**src/rtl/inst_queue.sv**
```systemverilog
// inst_queue: dual-issue instruction queue between fetch and decode.
// Circular buffer of DEPTH entries holding {pc, word, meta} in program order.
// Up to two fetch slots are compacted and written per cycle; decode retires 0..2 per cycle.
// Optional feature macro: IQ_BYPASS_EN (fetch -> decode combinational path when empty).
module inst_queue #(
    parameter int unsigned DEPTH  = 16,
    parameter int unsigned META_W = 8
) (
    input  logic                       clk,
    input  logic                       reset,
    input  logic                       flush,
    input  logic                       fs_inst1_valid,
    input  logic [31:0]                fs_inst1_pc,
    input  logic [31:0]                fs_inst1_word,
    input  logic [META_W-1:0]          fs_inst1_meta,
    input  logic                       fs_inst2_valid,
    input  logic [31:0]                fs_inst2_pc,
    input  logic [31:0]                fs_inst2_word,
    input  logic [META_W-1:0]          fs_inst2_meta,
    output logic                       iq_ready,
    output logic                       ds_inst1_valid,
    output logic [31:0]                ds_inst1_pc,
    output logic [31:0]                ds_inst1_word,
    output logic [META_W-1:0]          ds_inst1_meta,
    output logic                       ds_inst2_valid,
    output logic [31:0]                ds_inst2_pc,
    output logic [31:0]                ds_inst2_word,
    output logic [META_W-1:0]          ds_inst2_meta,
    input  logic [1:0]                 ds_deq_num,
    output logic [$clog2(DEPTH):0]     iq_count
);

    localparam int unsigned AW = $clog2(DEPTH);
    localparam int unsigned CW = AW + 1;
    localparam int unsigned EW = 64 + META_W;
    localparam logic [AW-1:0] PtrOne = AW'(1);
    localparam logic [CW-1:0] ReadyMax = CW'(DEPTH - 2);

    logic [EW-1:0] mem_q [DEPTH];
    logic [AW-1:0] head_q, head_d, tail_q, tail_d;
    logic [CW-1:0] count_q, count_d;

    logic [EW-1:0] slot1, slot2, cmp0, cmp1, rd0, rd1, out0, out1, wr0, wr1;
    logic [1:0]    enq_num, acc_num, wr_num, avail;
    logic          byp;

    assign slot1 = {fs_inst1_pc, fs_inst1_word, fs_inst1_meta};
    assign slot2 = {fs_inst2_pc, fs_inst2_word, fs_inst2_meta};

    // Ready depends only on the registered count; same-cycle dequeue does not help.
    assign iq_ready = (count_q <= ReadyMax);
    assign iq_count = count_q;

    assign rd0 = mem_q[head_q];
    assign rd1 = mem_q[head_q + PtrOne];

`ifdef IQ_BYPASS_EN
    assign byp = (count_q == '0) && !flush;
`else
    assign byp = 1'b0;
`endif

    // Compact valid fetch slots in program order; accept only when ready and not flushing.
    always_comb begin
        enq_num = 2'd0;
        cmp0    = '0;
        cmp1    = '0;
        if (fs_inst1_valid && fs_inst2_valid) begin
            cmp0    = slot1;
            cmp1    = slot2;
            enq_num = 2'd2;
        end else if (fs_inst1_valid) begin
            cmp0    = slot1;
            enq_num = 2'd1;
        end else if (fs_inst2_valid) begin
            cmp0    = slot2;
            enq_num = 2'd1;
        end
        acc_num = (iq_ready && !flush) ? enq_num : 2'd0;
    end

    // Select output source (storage or bypassed fetch slots) and zero invalid payloads.
    always_comb begin
        if (byp) begin
            avail = acc_num;
            out0  = cmp0;
            out1  = cmp1;
        end else begin
            avail = (count_q >= CW'(2)) ? 2'd2 : count_q[1:0];
            out0  = rd0;
            out1  = rd1;
        end
        ds_inst1_valid = (avail >= 2'd1);
        ds_inst2_valid = (avail == 2'd2);
        if (!ds_inst1_valid) out0 = '0;
        if (!ds_inst2_valid) out1 = '0;
        {ds_inst1_pc, ds_inst1_word, ds_inst1_meta} = out0;
        {ds_inst2_pc, ds_inst2_word, ds_inst2_meta} = out1;
    end

    // Entries consumed straight from fetch in bypass mode are never written.
    always_comb begin
        wr_num = acc_num;
        wr0    = cmp0;
        wr1    = cmp1;
        if (byp) begin
            wr_num = (ds_deq_num >= acc_num) ? 2'd0 : acc_num - ds_deq_num;
            if (ds_deq_num == 2'd1) wr0 = cmp1;
        end
    end

    // Pointer and occupancy next state; flush wins over everything.
    always_comb begin
        head_d  = head_q;
        tail_d  = tail_q;
        count_d = count_q;
        if (flush) begin
            head_d  = '0;
            tail_d  = '0;
            count_d = '0;
        end else if (byp) begin
            tail_d  = tail_q + AW'(wr_num);
            count_d = count_q + CW'(wr_num);
        end else begin
            tail_d  = tail_q + AW'(wr_num);
            head_d  = head_q + AW'(ds_deq_num);
            count_d = count_q + CW'(wr_num) - CW'(ds_deq_num);
        end
    end

    // Pointer and count registers.
    always_ff @(posedge clk or posedge reset) begin
        if (reset) begin
            head_q  <= '0;
            tail_q  <= '0;
            count_q <= '0;
        end else begin
            head_q  <= head_d;
            tail_q  <= tail_d;
            count_q <= count_d;
        end
    end

    // Storage is deliberately not reset; pointers alone define what is live.
    always_ff @(posedge clk) begin
        if (wr_num != 2'd0) mem_q[tail_q] <= wr0;
        if (wr_num == 2'd2) mem_q[tail_q + PtrOne] <= wr1;
    end

    // Decode must never retire more entries than are presented.
    property p_deq_legal;
        @(posedge clk) disable iff (reset) !flush |-> (ds_deq_num <= avail);
    endproperty
    a_deq_legal: assert property (p_deq_legal)
        else $error("inst_queue: ds_deq_num exceeds valid outputs");

endmodule

```
**config.mk**
```make
export PLATFORM = sky130hd
export DESIGN_NAME = inst_queue
export DESIGN_NICKNAME = d
export VERILOG_FILES = /design/src/rtl/inst_queue.sv
export SDC_FILE = /design/constraint.sdc
export NUM_CORES = 2
export LEC_CHECK = 0
export BUFFER_PORTS_ARGS = -buffer_cell sky130_fd_sc_hd__buf_2
export CORE_UTILIZATION = 55
export DETAILED_ROUTE_END_ITERATION = 7
export GPL_ROUTABILITY_DRIVEN = 1
export PLACE_DENSITY_LB_ADDON = 0.25
export REMOVE_ABC_BUFFERS = 1
export SETUP_SLACK_MARGIN = 0.3
export SLEW_MARGIN = 20
export SYNTH_ARGS = -nofsm -noshare
export SYNTH_HDL_FRONTEND = slang
export SYNTH_SLANG_ARGS = --single-unit
```
**constraint.sdc**
```tcl
create_clock -name clk -period 11.5 [get_ports clk]
set_clock_uncertainty 0.2 [all_clocks]
set_input_delay 3.45 -clock clk [delete_from_list [all_inputs] [get_ports clk]]
set_output_delay 3.45 -clock clk [all_outputs]
set_load 0.03 [all_outputs]
```
Word-level counts from Yosys, hierarchy flattened
Memories as Yosys holds them, arrays and structs flattened.
Cells that the tools add are included.
W data, S select, Z words.
{ "totals": {"regBits": 13, "elab_cells": 37, "output_inout_bits": 152, "mem_count": 1, "inputBits": 151, "ram_bits": 1152} }
{ "memory_table": {"columns": ["memory", "words", "word_bits", "rd", "rd_ports_with_merged_regs", "wr", "line", "text"], "rows": [
  ["mem_q", 16, 72, 2, 0, 2, "39", "logic [EW-1:0] mem_q [DEPTH];"]
]} }
{ "classes": {"magnitude_cmp": 3, "addsub": 6, "n_reduce_logical": 4, "n_eq_ne": 2, "n_mux": 18} }
{ "op_table": {"columns": ["op", "n"], "rows": [
  ["$mux W72", 6],
  ["$add A4 B1 Y4 const B", 2],
  ["$add A4 B2 Y4", 2],
  ["$mux W2", 4],
  ["$mux W4", 2],
  ["$add A5 B2 Y5", 1],
  ["$ge A5 B2 Y1 const B", 1],
  ["$le A5 B4 Y1 const B", 1],
  ["$mux W1", 5],
  ["$mux W5", 1],
  ["$sub A5 B2 Y5", 1],
  ["$eq A2 B2 Y1 const B", 2],
  ["$ge A2 B1 Y1 const B", 1],
  ["$logic_and A1 B1 Y1", 2],
  ["$reduce_bool A2 Y1", 1],
  ["$logic_not A1 Y1", 1]
]} }

Logic depth before layout (Yosys ltp)
{ "logic_depth": {"ltp_word": 7, "mapped_depth": 18, "mapped_depth_nobuf": 14} }

Worst setup path after synthesis
Ideal clock, no wire load.
{ "synth_path": {"path_type": "in2reg", "start": "input fs_inst1_valid", "end": "memory mem_q[0][0] in the netlist's numbering, enable pin", "required_time_ns": 10.688, "path_stages": 7, "path_buffers": 2, "arrival_ns": 9.922, "setup_time_ns": 0.612, "path_slack_ns": 0.766, "cell_sequence": "ha_1 buf_2 clkbuf_1 nor2_1 nor2_1 nand3b_1 o32ai_1"} }
{ "synth_rtl": {"columns": ["item", "line", "text"], "rows": [
  ["from (decl)", "12", "input logic fs_inst1_valid,"],
  ["to (decl)", "39", null]
]} }

Final worst setup path
{ "layout_path": {"start": "register head_q[1]", "end": "output ds_inst2_pc[5]"} }
{ "layout_between": {"elab_chain_len": 3} }
{ "layout_lines": {"columns": ["item", "line", "text"], "rows": [
  ["from (decl)", "40", "logic [AW-1:0] head_q, head_d, tail_q, tail_d;"],
  ["from (signal assigned)", "134", "head_q <= '0;"],
  ["from (signal assigned)", "138", "head_q <= head_d;"],
  ["$add A4 B1 Y4", "55", "assign rd1 = mem_q[head_q + PtrOne];"],
  ["$mem_v2 Z16 W72", null, null],
  ["$mux W72", "96", "if (!ds_inst2_valid) out1 = '0;"],
  ["to (decl)", "26", "output logic [31:0] ds_inst2_pc,"]
]} }
No other way between the ends.

==> impl_metrics.py <==
metrics = {
    "run_status": {
        "status": "finished with violations",
        "failed_checks": "design-rule violations",
    },
    "clocking": {
        "cts_root_buf": "clkbuf_16",
        "ctsHoldBuffers": 0,
        "cts_resized": 0,
        "clk_pin_slew_worst_paths_ps": 60,
        "cts.sinks": 1165,
        "htreeDepth": 3,
        "cts_inserted_buffers": 120,
        "post-cts-setup-buffers": 0,
        "clk-insertion-delay-late_ps": 740,
        "ctsLongestPathBuffers": 3,
        "cts_tree": "built",
    },
    "detailed_routing": {
        "wire_per_inst_um": 30.6,
        "drc_errors": 1,
        "routed_via_density": 7.09,
        "ant_nets": 0,
        "finalWirelength_um": 222000,
        "vias": 51500,
        "dr.pass1.iters": 8,
        "drt_iter0_markers": 8237,
    },
    "sta": {
        "relSlewSlack_pct": 19.1,
        "fmax_mhz": 117,
        "setup_slack_ps": 2930,
        "period_minus_slack_ps": 8570,
        "fin_hold_ws_ps": 513,
        "worst_pin_slew_ps": 1210,
        "report.final.slew_viol_count": 0,
        "min_period_over_period_pct": 74.5,
        "rsz0062_at_grt": "no",
        "setup_violations": 0,
        "hold_viol_final": 0,
    },
    "die": {
        "fp.dieW_um": 350,
        "dieArea_mm2": 0.122,
        "num_io_pins": 303,
        "core_mm2": 0.120,
        "initial_core_util_pct": 55.5,
        "die_y_um": 350,
        "rows": 127,
    },
    "final_layout": {
        "drive_gt1_share_pct": 22.2,
        "nNetsFinal": 5712,
        "fin_util_pct": 60.6,
        "area_delta_synth_final_pct": 9.31,
        "nFillCells": 9437,
    },
    "synth": {
        "yosysWarnings": 0,
        "synth_area_leaders": "edfxtp_1, mux4_2, a21oi_1",
        "synth_area_mm2": 0.0664,
        "avgSynthCellArea_um2": 11.7,
        "ys_ff_latch": 1165,
        "yosys.area.top_type": "edfxtp_1",
        "async_reset_ff_share_pct": 1.12,
        "synth-edff-count": 1152,
        "synth_top_cell_area_share_pct": 52.1,
        "synth_cells": 5656,
        "ys_types": 45,
        "synth_flop_cell": "edfxtp_1",
        "yosysSeqAreaShare_pct": 52.5,
    },
    "grt": {
        "grt_max_degree": 146,
        "grt_pass1_wl_um": 320000,
        "gr-total-overflow": 0,
        "antenna_found_initial": 15,
        "grt_pass1_vias": 48700,
        "grt_util_all_layers_pct": 35.9,
    },
    "min_path": {
        "holdPathStages": 2,
        "min_to": "iq_count[0]",
        "hp-class": "flop to flop",
        "min-delay-start": "iq_count[0]",
    },
    "critical_path": {
        "path_class": "flop to output port",
        "setup.worst_path.end_class": "output port",
        "ff2ff_path_depth": 8,
        "worst_r2r_endpoint": "mem_q[1][40]",
        "crit_required_ps": 7850,
        "cp.arrival_ps": 4920,
        "crit_fanout": 113,
        "critPathLaunchType": "flop",
        "r2r_start": "iq_count[3]",
        "r2r_slack_ps": 6310,
    },
    "place": {
        "io_buffer_count": 302,
        "hpwl_um": 120000,
        "gp_congestion": 0.822,
        "place_ws_ps": 2680,
    },
    "pwr": {
        "power_leakage_uw": 0.0234,
        "p_seq_share_pct": 39.3,
        "p_comb_share_pct": 30.4,
        "p_clk_share_pct": 30.3,
        "vdd_drop_max_mv": 0.151,
        "p_sw_uw": 4310,
        "power_density_mw_per_mm2": 171,
        "sw_frac_of_total_pct": 34.7,
        "finalPower_uw": 12400,
        "p_int_uw": 8120,
    },
    "flow_run": {
        "max_cap_viol_count": 0,
    },
}
stage by stage:
step	instances	area, um2	TNS [ps]
6_report	7258	72600	0
4_1_cts	7251	72400	0
3_3_place_gp	7027	68600	0
5_1_grt	7255	72600	0
2_1_floorplan	4998	63800	-2872360
3_5_place_dp	7030	68700	0
how the worst max path moves through the flow:
stage	startpoint	end	cells after the start
2_1_floorplan	head_q[0]	ds_inst2_pc[30]	4
3_3_place_gp	fs_inst2_valid	mem_q[1][40]	9
3_5_place_dp	fs_inst2_valid	mem_q[1][9]	9
4_1_cts	head_q[0]	ds_inst2_pc[19]	7
5_1_grt	head_q[1]	ds_inst1_word[8]	6
6_report	head_q[1]	ds_inst2_pc[5]	6
cell families after synthesis:
kind of cell,after synthesis,share of synthesized area [%]
flip-flops,1165,52.5
AO/OA/AOI/OAI,1828,15.3
multiplexers,577,19.5
AND/OR/NAND/NOR,1388,8.03
XOR/XNOR,5,0.0659
adder cells (fa/ha/maj),19,0.403
buffers and inverters,674,4.08
layout make-up:
| class | count | area, um2 | area share [%] |
|---|---|---|---|
| Inverter | 16 | 60.1 | 0.0827 |
| Timing Repair Buffer | 422 | 2670 | 3.68 |
| Sequential cell | 1165 | 34900 | 48.1 |
| Antenna cell | 5 | 12.5 | 0.0172 |
| Multi-Input combinational cell | 3817 | 29300 | 40.3 |
| Clock inverter | 70 | 539 | 0.742 |
| Clock buffer | 151 | 3120 | 4.29 |
| Tap cell | 1612 | 2020 | 2.78 |
worst max-delay path, cell delays in order, from the launching register on:
cell,delay (ps)
dfrtp_4,980
ha_4,970
buf_12,690
mux4_2,330
o21ai_0,90
a31oi_1,690
buf_2,330
cells in the final DEF (no fill, tap or decap), types with 3 or more instances in the layout:
cell type,n
mux4_2,576
inv_1,16
edfxtp_1,1152
nor2_4,9
clkinv_1,38
o21ai_0,218
a31oi_1,58
clkbuf_1,31
diode_2,5
nor2_1,1161
fa_1,4
ha_1,13
a21oi_1,1230
o21ai_2,48
bufinv_16,7
nand2_1,178
clkbuf_16,120
dfrtp_1,11
buf_16,5
clkinv_2,17
o21bai_4,5
clkinv_8,3
nor2b_1,10
nor3_2,3
nand2b_1,6
buf_2,300
xnor2_1,4
or3_1,3
a22oi_1,202
buf_12,12
nand3b_1,3
buf_4,104
o21ai_1,24
a41oi_1,14
a2111oi_4,16
power groups by stage:
stage | logic, uW | registers, uW | clock network, uW
after detailed placement | 3700 | 4980 | 0
after CTS | 3720 | 4890 | 3760
after global placement | 3650 | 4970 | 0
after floorplan | 3040 | 5130 | 0
final | 3780 | 4890 | 3770
after global routing | 3960 | 4900 | 3910
Yosys cell counts (all sizes together), types with 2 or more instances:
cell type	count
nor2b	11
a41oi	14
a2111oi	16
inv	16
nand3b	3
or3b	2
a21oi	1232
a22oi	202
o21a	2
mux4	576
dfrtp	13
nand2	178
edfxtp	1152
buf	166
ha	15
nand3	2
o21ai	290
o32ai	2
and3b	2
a31oi	58
xnor2	4
or3	3
fa	4
clkbuf	492
nand2b	6
nor3	4
o21bai	5
o31ai	2
nor2	1170
nand4bb	2
registers in the layout, indices dropped and copies added (netlist names):
name      cells
head_q        4
mem_q      1152
tail_q        4
iq_count      5
layer usage:
| metal | vias up | global-route usage, % | wire, um |
|---|---|---|---|
| li1 | 21400 | - | - |
| met1 | 25100 | 48.7 | 76300 |
| met2 | 4321 | 56.0 | 102000 |
| met3 | 670 | 8.64 | 33700 |
| met4 | 16 | 14.2 | 9480 |
| met5 | - | 0 | 99 |
Power figures use the tool's default switching activity.
